[src/rtl/game_sequencer_if.sv]
// Port bundle between the game sequencer and its neighbours: the VGA timing
// generator (frame tick), the level renderer (collision strobes), the movement
// logic (position in, spawn/enable out) and the HUD (level, deaths, fade, win).
//   slave  : seen by game_sequencer (i_* in, o_* out)
//   master : seen by whoever drives the inputs and consumes the outputs
interface game_sequencer_if;
    logic       i_frame_tick;
    logic       i_start;
    logic       i_hit_lava;
    logic       i_hit_exit;
    logic       i_hit_checkpoint;
    logic [9:0] i_char_x;
    logic [9:0] i_char_y;
    logic [2:0] o_level;
    logic [2:0] o_state;
    logic       o_move_en;
    logic       o_spawn_load;
    logic [9:0] o_spawn_x;
    logic [9:0] o_spawn_y;
    logic [7:0] o_deaths;
    logic       o_fade;
    logic       o_win;

    modport slave (
        input  i_frame_tick, i_start, i_hit_lava, i_hit_exit, i_hit_checkpoint,
               i_char_x, i_char_y,
        output o_level, o_state, o_move_en, o_spawn_load, o_spawn_x, o_spawn_y,
               o_deaths, o_fade, o_win
    );

    modport master (
        output i_frame_tick, i_start, i_hit_lava, i_hit_exit, i_hit_checkpoint,
               i_char_x, i_char_y,
        input  o_level, o_state, o_move_en, o_spawn_load, o_spawn_x, o_spawn_y,
               o_deaths, o_fade, o_win
    );
endinterface

[src/rtl/game_sequencer.sv]
// Frame-rate game state machine. Latches per-pixel collision strobes during a
// frame, evaluates them at the frame tick and drives level, movement enable,
// respawn loads, death counter and transition/win indicators.
// Ports:
//   clk  : system clock, rising edge
//   rst  : asynchronous active-high reset
//   bus  : game_sequencer_if.slave (strobes/position in, game status out)
module game_sequencer #(
    parameter int NUM_LEVELS   = 4,
    parameter int DEATH_FRAMES = 16,
    parameter int TRANS_FRAMES = 32,
    parameter logic [9:0] SPAWN_X = 10'd304,
    parameter logic [9:0] SPAWN_Y = 10'd220
) (
    input  logic             clk,
    input  logic             rst,
    game_sequencer_if.slave  bus
);
    localparam logic [2:0] S_IDLE    = 3'd0;
    localparam logic [2:0] S_PLAY    = 3'd1;
    localparam logic [2:0] S_DYING   = 3'd2;
    localparam logic [2:0] S_TRANSIT = 3'd3;
    localparam logic [2:0] S_WIN     = 3'd4;

    localparam int CNT_MAX = (DEATH_FRAMES > TRANS_FRAMES) ? DEATH_FRAMES : TRANS_FRAMES;
    localparam int CNT_W   = $clog2(CNT_MAX + 1);
    localparam logic [CNT_W-1:0] DEATH_LAST = CNT_W'(DEATH_FRAMES - 1);
    localparam logic [CNT_W-1:0] TRANS_LAST = CNT_W'(TRANS_FRAMES - 1);
    localparam logic [2:0]       LAST_LVL   = 3'(NUM_LEVELS - 1);

    logic [2:0]       r_state, w_state;
    logic [2:0]       r_level, w_level;
    logic [7:0]       r_deaths, w_deaths;
    logic [9:0]       r_spawn_x, w_spawn_x;
    logic [9:0]       r_spawn_y, w_spawn_y;
    logic             r_spawn_load, w_spawn_load;
    logic             r_move_en, r_fade, r_win;
    logic             r_cp_valid, w_cp_valid;
    logic [9:0]       r_cp_x, w_cp_x;
    logic [9:0]       r_cp_y, w_cp_y;
    logic [CNT_W-1:0] r_cnt, w_cnt;
    logic             r_start_q;
    logic             r_lava_l, r_exit_l, r_cp_l;

    logic w_start_rise, w_lava, w_exit, w_cp, w_collect;

    assign w_start_rise = bus.i_start & ~r_start_q;
    // Live strobe is OR-ed in so a hit landing on the tick cycle still counts.
    assign w_lava = r_lava_l | bus.i_hit_lava;
    assign w_exit = r_exit_l | bus.i_hit_exit;
    assign w_cp   = r_cp_l   | bus.i_hit_checkpoint;
    // Latches accumulate only inside a PLAY frame; the tick starts a fresh frame.
    assign w_collect = (r_state == S_PLAY) && !bus.i_frame_tick;

    always_comb begin
        w_state      = r_state;
        w_level      = r_level;
        w_deaths     = r_deaths;
        w_spawn_x    = r_spawn_x;
        w_spawn_y    = r_spawn_y;
        w_spawn_load = 1'b0;
        w_cp_valid   = r_cp_valid;
        w_cp_x       = r_cp_x;
        w_cp_y       = r_cp_y;
        w_cnt        = r_cnt;
        case (r_state)
            S_IDLE, S_WIN: begin
                if (w_start_rise) begin
                    w_state      = S_PLAY;
                    w_level      = 3'd0;
                    w_deaths     = 8'd0;
                    w_cp_valid   = 1'b0;
                    w_spawn_x    = SPAWN_X;
                    w_spawn_y    = SPAWN_Y;
                    w_spawn_load = 1'b1;
                end
            end
            S_PLAY: begin
                if (bus.i_frame_tick) begin
                    if (w_lava) begin
                        w_state  = S_DYING;
                        w_deaths = (r_deaths == 8'hFF) ? r_deaths : r_deaths + 8'd1;
                        w_cnt    = '0;
                    end else if (w_exit) begin
                        w_state = (r_level == LAST_LVL) ? S_WIN : S_TRANSIT;
                        w_cnt   = '0;
                    end else if (w_cp) begin
                        w_cp_valid = 1'b1;
                        w_cp_x     = bus.i_char_x;
                        w_cp_y     = bus.i_char_y;
                    end
                end
            end
            S_DYING: begin
                if (bus.i_frame_tick) begin
                    if (r_cnt == DEATH_LAST) begin
                        w_state      = S_PLAY;
                        w_spawn_load = 1'b1;
                        w_spawn_x    = r_cp_valid ? r_cp_x : SPAWN_X;
                        w_spawn_y    = r_cp_valid ? r_cp_y : SPAWN_Y;
                    end else begin
                        w_cnt = r_cnt + 1'b1;
                    end
                end
            end
            S_TRANSIT: begin
                if (bus.i_frame_tick) begin
                    if (r_cnt == TRANS_LAST) begin
                        w_state      = S_PLAY;
                        w_level      = r_level + 3'd1;
                        w_cp_valid   = 1'b0;
                        w_spawn_load = 1'b1;
                        w_spawn_x    = SPAWN_X;
                        w_spawn_y    = SPAWN_Y;
                    end else begin
                        w_cnt = r_cnt + 1'b1;
                    end
                end
            end
            default: w_state = S_IDLE;
        endcase
    end

    always_ff @(posedge clk or posedge rst) begin
        if (rst) begin
            r_state      <= S_IDLE;
            r_level      <= 3'd0;
            r_deaths     <= 8'd0;
            r_spawn_x    <= SPAWN_X;
            r_spawn_y    <= SPAWN_Y;
            r_spawn_load <= 1'b0;
            r_move_en    <= 1'b0;
            r_fade       <= 1'b0;
            r_win        <= 1'b0;
            r_cp_valid   <= 1'b0;
            r_cp_x       <= 10'd0;
            r_cp_y       <= 10'd0;
            r_cnt        <= '0;
            r_start_q    <= 1'b1;  // a button held through reset is not a press
            r_lava_l     <= 1'b0;
            r_exit_l     <= 1'b0;
            r_cp_l       <= 1'b0;
        end else begin
            r_state      <= w_state;
            r_level      <= w_level;
            r_deaths     <= w_deaths;
            r_spawn_x    <= w_spawn_x;
            r_spawn_y    <= w_spawn_y;
            r_spawn_load <= w_spawn_load;
            r_move_en    <= (w_state == S_PLAY);
            r_fade       <= (w_state == S_TRANSIT);
            r_win        <= (w_state == S_WIN);
            r_cp_valid   <= w_cp_valid;
            r_cp_x       <= w_cp_x;
            r_cp_y       <= w_cp_y;
            r_cnt        <= w_cnt;
            r_start_q    <= bus.i_start;
            r_lava_l     <= w_collect & (r_lava_l | bus.i_hit_lava);
            r_exit_l     <= w_collect & (r_exit_l | bus.i_hit_exit);
            r_cp_l       <= w_collect & (r_cp_l   | bus.i_hit_checkpoint);
        end
    end

    assign bus.o_state      = r_state;
    assign bus.o_level      = r_level;
    assign bus.o_deaths     = r_deaths;
    assign bus.o_spawn_x    = r_spawn_x;
    assign bus.o_spawn_y    = r_spawn_y;
    assign bus.o_spawn_load = r_spawn_load;
    assign bus.o_move_en    = r_move_en;
    assign bus.o_fade       = r_fade;
    assign bus.o_win        = r_win;
endmodule

[src/flat_wrapper.sv]
// flat-port wrapper written by rule: the top's interface ports become plain ports
module game_sequencer_flat 
#(
    parameter int NUM_LEVELS   = 4,
    parameter int DEATH_FRAMES = 16,
    parameter int TRANS_FRAMES = 32,
    parameter logic [9:0] SPAWN_X = 10'd304,
    parameter logic [9:0] SPAWN_Y = 10'd220
)
  (clk, rst, bus_i_frame_tick, bus_i_start, bus_i_hit_lava, bus_i_hit_exit, bus_i_hit_checkpoint, bus_i_char_x, bus_i_char_y, bus_o_level, bus_o_state, bus_o_move_en, bus_o_spawn_load, bus_o_spawn_x, bus_o_spawn_y, bus_o_deaths, bus_o_fade, bus_o_win);
  game_sequencer_if bus_i ();
  input  logic clk;
  input  logic rst;
  input wire logic [$bits(bus_i.i_frame_tick)-1:0] bus_i_frame_tick;
  input wire logic [$bits(bus_i.i_start)-1:0] bus_i_start;
  input wire logic [$bits(bus_i.i_hit_lava)-1:0] bus_i_hit_lava;
  input wire logic [$bits(bus_i.i_hit_exit)-1:0] bus_i_hit_exit;
  input wire logic [$bits(bus_i.i_hit_checkpoint)-1:0] bus_i_hit_checkpoint;
  input wire logic [$bits(bus_i.i_char_x)-1:0] bus_i_char_x;
  input wire logic [$bits(bus_i.i_char_y)-1:0] bus_i_char_y;
  output wire logic [$bits(bus_i.o_level)-1:0] bus_o_level;
  output wire logic [$bits(bus_i.o_state)-1:0] bus_o_state;
  output wire logic [$bits(bus_i.o_move_en)-1:0] bus_o_move_en;
  output wire logic [$bits(bus_i.o_spawn_load)-1:0] bus_o_spawn_load;
  output wire logic [$bits(bus_i.o_spawn_x)-1:0] bus_o_spawn_x;
  output wire logic [$bits(bus_i.o_spawn_y)-1:0] bus_o_spawn_y;
  output wire logic [$bits(bus_i.o_deaths)-1:0] bus_o_deaths;
  output wire logic [$bits(bus_i.o_fade)-1:0] bus_o_fade;
  output wire logic [$bits(bus_i.o_win)-1:0] bus_o_win;
  assign bus_i.i_frame_tick = bus_i_frame_tick;
  assign bus_i.i_start = bus_i_start;
  assign bus_i.i_hit_lava = bus_i_hit_lava;
  assign bus_i.i_hit_exit = bus_i_hit_exit;
  assign bus_i.i_hit_checkpoint = bus_i_hit_checkpoint;
  assign bus_i.i_char_x = bus_i_char_x;
  assign bus_i.i_char_y = bus_i_char_y;
  assign bus_o_level = bus_i.o_level;
  assign bus_o_state = bus_i.o_state;
  assign bus_o_move_en = bus_i.o_move_en;
  assign bus_o_spawn_load = bus_i.o_spawn_load;
  assign bus_o_spawn_x = bus_i.o_spawn_x;
  assign bus_o_spawn_y = bus_i.o_spawn_y;
  assign bus_o_deaths = bus_i.o_deaths;
  assign bus_o_fade = bus_i.o_fade;
  assign bus_o_win = bus_i.o_win;
  game_sequencer #(.NUM_LEVELS(NUM_LEVELS), .DEATH_FRAMES(DEATH_FRAMES), .TRANS_FRAMES(TRANS_FRAMES), .SPAWN_X(SPAWN_X), .SPAWN_Y(SPAWN_Y)) u_core (.clk(clk), .rst(rst), .bus(bus_i));
endmodule
[config.mk]
export PLATFORM = sky130hd
export DESIGN_NAME = game_sequencer_flat
export DESIGN_NICKNAME = d
export VERILOG_FILES = /design/src/rtl/game_sequencer_if.sv /design/src/rtl/game_sequencer.sv /design/src/flat_wrapper.sv
export SDC_FILE = /design/constraint.sdc
export NUM_CORES = 1
export LEC_CHECK = 0
export ABC_AREA = 1
export CAP_MARGIN = 20
export CORE_MARGIN = 2
export CORE_UTILIZATION = 45
export DETAILED_ROUTE_END_ITERATION = 10
export PLACE_DENSITY = 0.77
export SLEW_MARGIN = 30
export SYNTH_ARGS = -nofsm -noshare
export SYNTH_HDL_FRONTEND = slang
export SYNTH_SLANG_ARGS = --single-unit
[constraint.sdc]
create_clock -name clk -period 6.7 [get_ports clk]
set_input_delay 2.01 -clock clk [delete_from_list [all_inputs] [get_ports clk]]
set_output_delay 2.01 -clock clk [all_outputs]
set_load 0.1 [all_outputs]
# Word level (Yosys, flattened, before mapping)
# Cells that the tools add are included.
# op_classes
n_reduce_logical,15
muxes,55
shift,0
div_mod_pow,0
n_bitwise,10
magnitude_cmp,0
eq_ne,25
n_mul,0
addsub,3
# ops
cell,n
$mux W10,12
$pmux W10 S3,2
$mux W6,7
$mux W3,12
$mux W8,4
$pmux W6 S3,1
$ne A2 B2 Y1 const B,8
$pmux W8 S2,1
$eq A3 B2 Y1 const B,4
$mux W1,12
$pmux W3 S4,1
$ne A2 B1 Y1 const B,5
$reduce_and A5 Y1,2
$reduce_bool A3 Y1,3
$add A8 B1 Y8 const B,1
$eq A8 B8 Y1 const B,1
$reduce_and A8 Y1,1
$reduce_and A7 Y1,1
$add A6 B1 Y6 const B,1
$eq A3 B1 Y1 const B,2
$eq A3 B3 Y1 const B,2
$eq A6 B4 Y1 const B,1
$eq A6 B5 Y1 const B,1
$pmux W1 S3,2
other kinds (13),21
# totals
inputBits,27
latch_bits,0
output_inout_bits,38
regBits,69
ramBits,0
n_memories,0
wordCells,125
mem_bits_ro,0

# Depth between registers and ports, before layout
# Gate-level depths: netlist (run 1).
# logic_depth
ltp_word,7
ltp_mapped,10
ltp_nobuf,9

# Worst setup path after synthesis (run 1)
# Ideal clock, no wire load.
# synth_timing
path_kind,reg-to-output
startpoint,reg u_core.r_deaths[5] (netlist: u_core.bus.o_deaths[5])
endpoint,out bus_o_deaths[5]
stages_incl_launch_ff,1
path_buffers,0
arrival_time_ns,0.985
required_time_ns,4.690
setup_slack_ns,3.705
cell_sequence,dfrtp_1
# synth_rtl
element,line_no,source
"start, declared",game_sequencer.sv:33,"logic [7:0] r_deaths, w_deaths;"
"start signal, assigned",game_sequencer.sv:146,r_deaths <= w_deaths;
"end, declared",flat_wrapper.sv:27,output wire logic [$bits(bus_i.o_deaths)-1:0] bus_o_deaths;
# No word-level cell between the ends.

# Final worst setup path (run 1)
# layout_timing
startpoint,reg u_core.r_state[0] (netlist: u_core.bus.o_state[0])
endpoint,out bus_o_state[0]
# layout_rtl
element,line_no,source
"start, declared",game_sequencer.sv:31,"logic [2:0] r_state, w_state;"
"start signal, assigned",game_sequencer.sv:144,r_state <= w_state;
"end, declared",flat_wrapper.sv:22,output wire logic [$bits(bus_i.o_state)-1:0] bus_o_state;
# No word-level cell between the ends.

==> results_dict.tcl, run 1 <==
set metrics [dict create \
    rsz0062_at_grt "false" \
    post_cts_buffers 0 \
    fin_skew_ns 0.0129 \
    clockRootBuffer "clkbuf_8" \
    hpwl_um 5610 \
    worst_slew_pin_slew_ns 0.983 \
    setup_violations 0 \
    crit_end "bus_o_state[0]" \
    yosys-top-cells-area "dfrtp_1 (43%), nand2_1 (16%), nor2_1 (7.4%)" \
    wl_um 7750 \
    period_minus_slack_ns 4.17 \
    cts.repair.resized 0 \
    slew_violations 0 \
    timing.final.hold_violations 0 \
    worst_path_max_delay_cell "clkdlybuf4s50_1" \
    hp-class "reg -> reg" \
    drc 0 \
    yosys_warnings 0 \
    first_iter_violations 274 \
    timing.rr.start "u_core.r_cnt[0]" \
    dieWidth_um 91.7 \
    run_status "finished clean" \
    insertion_delay_ns 0.34 \
    pwr_density_cell_nw_per_um2 463 \
    cpLargestDelayFamily "buffers and inverters" \
    slew_headroom_pct 34.3 \
    port_buffers 64 \
    ir_drop_mv 0.159 \
    required_ns 4.69 \
    syn_to_final_growth_pct 26.1 \
    initial_utilization_pct 47.2 \
    worstPathCellList "clkdlybuf4s50_1" \
    cp-end-kind "output pin" \
    setup.worst_path.start "u_core.bus.o_state[0]" \
    path_max_fanout 9 \
    tns_ns 0 \
    yosysSeqAreaShare_pct 50.2 \
    gp_congestion 0.895 \
    pin_count 65 \
    synth-edff-count 0 \
    r2r_slack_ns 4.24 \
    clock_path_buffers 2 \
    yosys.area.top_type "dfrtp_1" \
    drive_gt1_share_pct 8.27 \
    holdWs_ns 0.466 \
    ys_top_cells_by_count "nand2_1 (145), nor2_1 (68), dfrtp_1 (60)" \
    netlist_instances 453 \
    die_h_um 91.7 \
    path_depth 1 \
    synth_top_cell_area_share_pct 43.4 \
    worstRegToRegCells 8 \
    syn_area_um2 3460 \
    cp.arrival_ns 2.16 \
    track_usage_pct 19.4 \
    dr_total_vias 3071 \
    crit_path_start_kind "flop" \
    holdBufCountCts 0 \
    grt_pass1_wl_um 13200 \
    cts_buffers 9 \
    synth_flop_cell "dfrtp_1" \
    crit_buf_inv 1 \
    grt_max_degree 70 \
    clk_pin_slew_ns 0.08 \
    fmax_mhz 240 \
    wl_per_cell_um 12.5 \
    p_leak_nw 2.22 \
    placed_cell_area_um2 4150 \
    antenna_found_initial 0 \
    fin_crit_sh_pct 62.2 \
    grt_remaining_overflow 0 \
    stdcell_area_um2 4360 \
    netlist-cell-type-count 24 \
    synth-seq-cells 69 \
    timing.rr.end "u_core.bus.o_spawn_y[1]" \
    yosys.cell_count.top_type "nand2_1" \
    synthArstFlopShare_pct 100 \
    postRouteAntennaNets 0 \
    via_per_inst 4.96 \
    dieArea_um2 8410 \
    cts_tree "done" \
    rows 31 \
    cts_max_level 3 \
    path_class "reg -> out" \
    synth_nets 484 \
    fin_nets 546 \
    max-cap-violations 0 \
    drt-pass1-iter-count 5 \
    grt_pass1_vias 2838 \
    critPathMaxStageDelay_ns 1.21 \
    syn_avg_cell_area_um2 7.64 \
    diodes 0 \
    coreArea_um2 7330 \
    cts.sinks 69 \
]
-- worst min path at each step --
stage                                  startpoint                      end  slack [ns]  cells after the start
after floorplan                  u_core.r_cp_x[5]         u_core.r_cp_x[5]        0.45                      2
after global placement    u_core.bus.o_spawn_y[4]  u_core.bus.o_spawn_y[4]        0.45                      2
after detailed placement  u_core.bus.o_spawn_x[5]  u_core.bus.o_spawn_x[5]        0.46                      2
after CTS                 u_core.bus.o_spawn_x[5]  u_core.bus.o_spawn_x[5]        0.47                      2
after global routing      u_core.bus.o_spawn_x[5]  u_core.bus.o_spawn_x[5]        0.48                      2
final                     u_core.bus.o_spawn_x[5]  u_core.bus.o_spawn_x[5]        0.47                      2
-- state kept, by name (all words and copies together), names as in the netlist, 3 cells and up --
name,flops
u_core.bus.o_deaths,8
u_core.bus.o_level,3
u_core.bus.o_spawn_x,10
u_core.bus.o_spawn_y,10
u_core.bus.o_state,3
u_core.r_cnt,6
u_core.r_cp_x,10
u_core.r_cp_y,10
-- logic make-up (layout without fill, tap and decap cells) --
logic type                 Yosys count  in the layout  share of synthesized area [%]
buffers and inverters               65            132                           7.88
and+or+nand+nor                    272            272                           33.7
AOI/OAI and AO/OA                   40             40                           5.97
xor gates and xnor gates             3              3                          0.760
DFF                                 69             69                           50.2
adders and majority gates            4              4                           1.45
-- cell type report --
class	count	area [µm²]
fillers	654	2970
well taps	99	124
repair buffers	66	656
clock buffers	10	138
flip-flops and latches	69	1740
multi-input cells	319	1450
inverters	50	188
clock inverters	6	70.1
-- cell usage in the layout (no fill, tap or decap) --
| cell | count |
|---|---|
| nand2_1 | 145 |
| nor2_1 | 68 |
| clkdlybuf4s50_1 | 64 |
| dfrtp_1 | 60 |
| inv_1 | 47 |
| a21oi_1 | 27 |
| nand3_1 | 24 |
| nand4_1 | 21 |
| clkbuf_8 | 10 |
| dfstp_2 | 9 |
| o21ai_0 | 8 |
| nand3_2 | 4 |
| nor2_2 | 4 |
| ha_1 | 4 |
| inv_2 | 3 |
| o21ai_1 | 3 |
| clkinvlp_4 | 3 |
| nor2_4 | 2 |
| nand2_2 | 2 |
| xor2_1 | 2 |
| buf_4 | 2 |
| xnor2_1 | 1 |
| o21ai_2 | 1 |
| nor3b_1 | 1 |
| o21bai_1 | 1 |
| nand3b_1 | 1 |
| clkinv_4 | 1 |
| inv_6 | 1 |
| bufinv_16 | 1 |
-- per-stage QoR --
stage               utilization, %  setup slack (ns)  total power [mW]  cells
finish                        59.5              2.53              2.02    619
global route                  59.5              2.49              2.14    619
CTS                           59.5              2.54              2.03    619
detailed placement            56.7              2.63              1.68    603
global placement              56.7              2.70              1.65    603
floorplan                        -              2.97              1.45    453
-- routing by layer --
metal / GRT usage (%) / share of wire, % / up-vias
met4: 7.83 / 1.3 / 0
li1: - / - / 1546
met2: 29.2 / 46 / 80
met3: 3.04 / 4.3 / 7
met5: 0 / 0 / -
met1: 28.2 / 49 / 1438
-- report_power, final --
group          internal (mW)  leakage (nW)  switching [mW]
sequential             0.563         0.860          0.0809
clock                  0.184        0.0951           0.162
combinational          0.243          1.27           0.786
(Power assumes the default switching activity.)
==> run 2, diff against run 1 <==
==> constraint.sdc (replaced) <==
create_clock -name clk -period 4.09 [get_ports clk]
set_input_delay 1.227 -clock clk [delete_from_list [all_inputs] [get_ports clk]]
set_output_delay 1.227 -clock clk [all_outputs]
set_load 0.1 [all_outputs]
==> results_dict.tcl, run 2 (synthesized netlist as in run 1, its figures left out) <==
set metrics [dict create \
    hold_end "u_core.bus.o_spawn_y[4]" \
    critPathMaxStageDelay_ns 1.18 \
    drive_gt1_share_pct 10.2 \
    cts_max_level 3 \
    worst_slew_pin_slew_ns 0.974 \
    worstRegToRegCells 8 \
    antenna_found_initial 0 \
    post_cts_buffers 0 \
    holdBufCountCts 0 \
    fmax_mhz 310 \
    hpwl_um 5640 \
    crit_path_start_kind "flop" \
    pwr_density_cell_nw_per_um2 748 \
    wl_um 7810 \
    hold_depth 2 \
    max-cap-violations 0 \
    worstPathCellList "clkdlybuf4s50_1" \
    required_ns 2.86 \
    layout_commonest_cell "nand2_1" \
    fin_crit_sh_pct 78.8 \
    slew_violations 0 \
    nFillCells 642 \
    drt-pass1-iter-count 4 \
    layout_common_cells "nand2_1 (145), nor2_1 (68), dfrtp_1 (60)" \
    final-seq-area_um2 1740 \
    power_frac_seq_pct 32.7 \
    grt_pass1_vias 2883 \
    grt_max_degree 42 \
    fin_skew_ns 0.00709 \
    dieArea_um2 8410 \
    wl_per_cell_um 12.6 \
    path_class "reg -> out" \
    cts_tree "done" \
    postRouteAntennaNets 0 \
    p_switching_mw 1.68 \
    fin_nets 548 \
    syn_to_final_growth_pct 25.0 \
    run_status "finished clean" \
    clk_pin_slew_ns 0.07 \
    pin_count 65 \
    path_max_fanout 5 \
    timing.rr.start "u_core.bus.o_state[0]" \
    p_clk_share_pct 15.5 \
    first_iter_violations 290 \
    worst_path_max_delay_cell "clkdlybuf4s50_1" \
    die_h_um 91.7 \
    r2r_slack_ns 1.87 \
    cp-end-kind "output pin" \
    insertion_delay_ns 0.35 \
    holdWs_ns 0.468 \
    track_usage_pct 20.1 \
    p_leak_nw 2.23 \
    via_per_inst 4.94 \
    hp-class "reg -> reg" \
    rows 31 \
    diodes 0 \
    tns_ns 0 \
    coreArea_um2 7330 \
    crit_buf_inv 1 \
    combPwrFrac_pct 51.8 \
    setup_violations 0 \
    rsz0062_at_grt "false" \
    internal_power_mw 1.55 \
    timing.rr.end "u_core.bus.o_deaths[5]" \
    ir_drop_mv 0.256 \
    multi_input_area_um2 1450 \
    cts_buffers 9 \
    timing.final.hold_violations 0 \
    clock_path_buffers 2 \
    netSwitchingFraction_pct 52.0 \
    cp.arrival_ns 2.00 \
    hold_start "u_core.bus.o_spawn_y[4]" \
    port_buffers 64 \
    grt_remaining_overflow 0 \
    initial_utilization_pct 47.2 \
    dieWidth_um 91.7 \
    power.total_mw 3.23 \
    cts.sinks 69 \
    cts.repair.resized 0 \
    clockRootBuffer "clkbuf_8" \
    dr_total_vias 3068 \
    period_minus_slack_ns 3.22 \
    drc 0 \
    gp_congestion 0.883 \
    slew_headroom_pct 34.9 \
    grt_pass1_wl_um 13700 \
    cpLargestDelayFamily "buffers and inverters" \
]
[run 2: final cells by class]
cell class                      instances  area share (%)
Clock buffer                           11            3.27
Clock inverter                          5           0.839
Inverter                               50            4.34
Multi-Input combinational cell        319            33.5
Sequential cell                        69            40.2
Tap cell                               99            2.86
Timing Repair Buffer                   68            15.0
[run 2: how the worst max path moves through the flow]
stage / from / endpoint / slack (ns) / cells after the start
finish: u_core.bus.o_state[1] / bus_o_state[1] / 0.87 / 1
CTS: u_core.bus.o_deaths[5] / bus_o_deaths[5] / 0.86 / 1
detailed placement: bus_i_hit_lava / u_core.r_cp_x[0] / 0.79 / 7
global placement: bus_i_hit_lava / u_core.r_cp_x[3] / 0.95 / 7
floorplan: rst / u_core.bus.o_deaths[0] / 1.14 / 1
global route: u_core.bus.o_deaths[5] / bus_o_deaths[5] / 0.79 / 1
[run 2: tightest hold or removal path, stage by stage, from the launching register on]
cell     delay [ns]
dfstp_2        0.37
nand2_1        0.05
nand2_1        0.04
[run 2: power by group through the flow]
stage	registers, mW	clock network [mW]	logic, mW
detailed placement	1.07	0	1.67
CTS	1.06	0.511	1.68
floorplan	1.69	0	0.690
finish	1.06	0.502	1.68
global placement	1.06	0	1.64
global route	1.08	0.541	1.81
[run 2: per-stage QoR]
step | utilization [%] | instance area [µm²] | instances | setup slack [ns]
global route | 59.0 | 4320 | 621 | 0.793
detailed placement | 56.6 | 4150 | 605 | 0.791
CTS | 59.0 | 4320 | 621 | 0.863
floorplan | - | 3460 | 453 | 1.14
finish | 59.0 | 4320 | 621 | 0.866
global placement | 56.6 | 4150 | 605 | 0.946
[run 2: metal layers]
layer / global-route usage, % / part of all wire, % / up-vias
li1: - / - / 1555
met1: 29.6 / 49 / 1420
met2: 29.5 / 45 / 87
met3: 5.09 / 5.2 / 6
met4: 5.81 / 0.97 / 0
met5: 0 / 0 / -
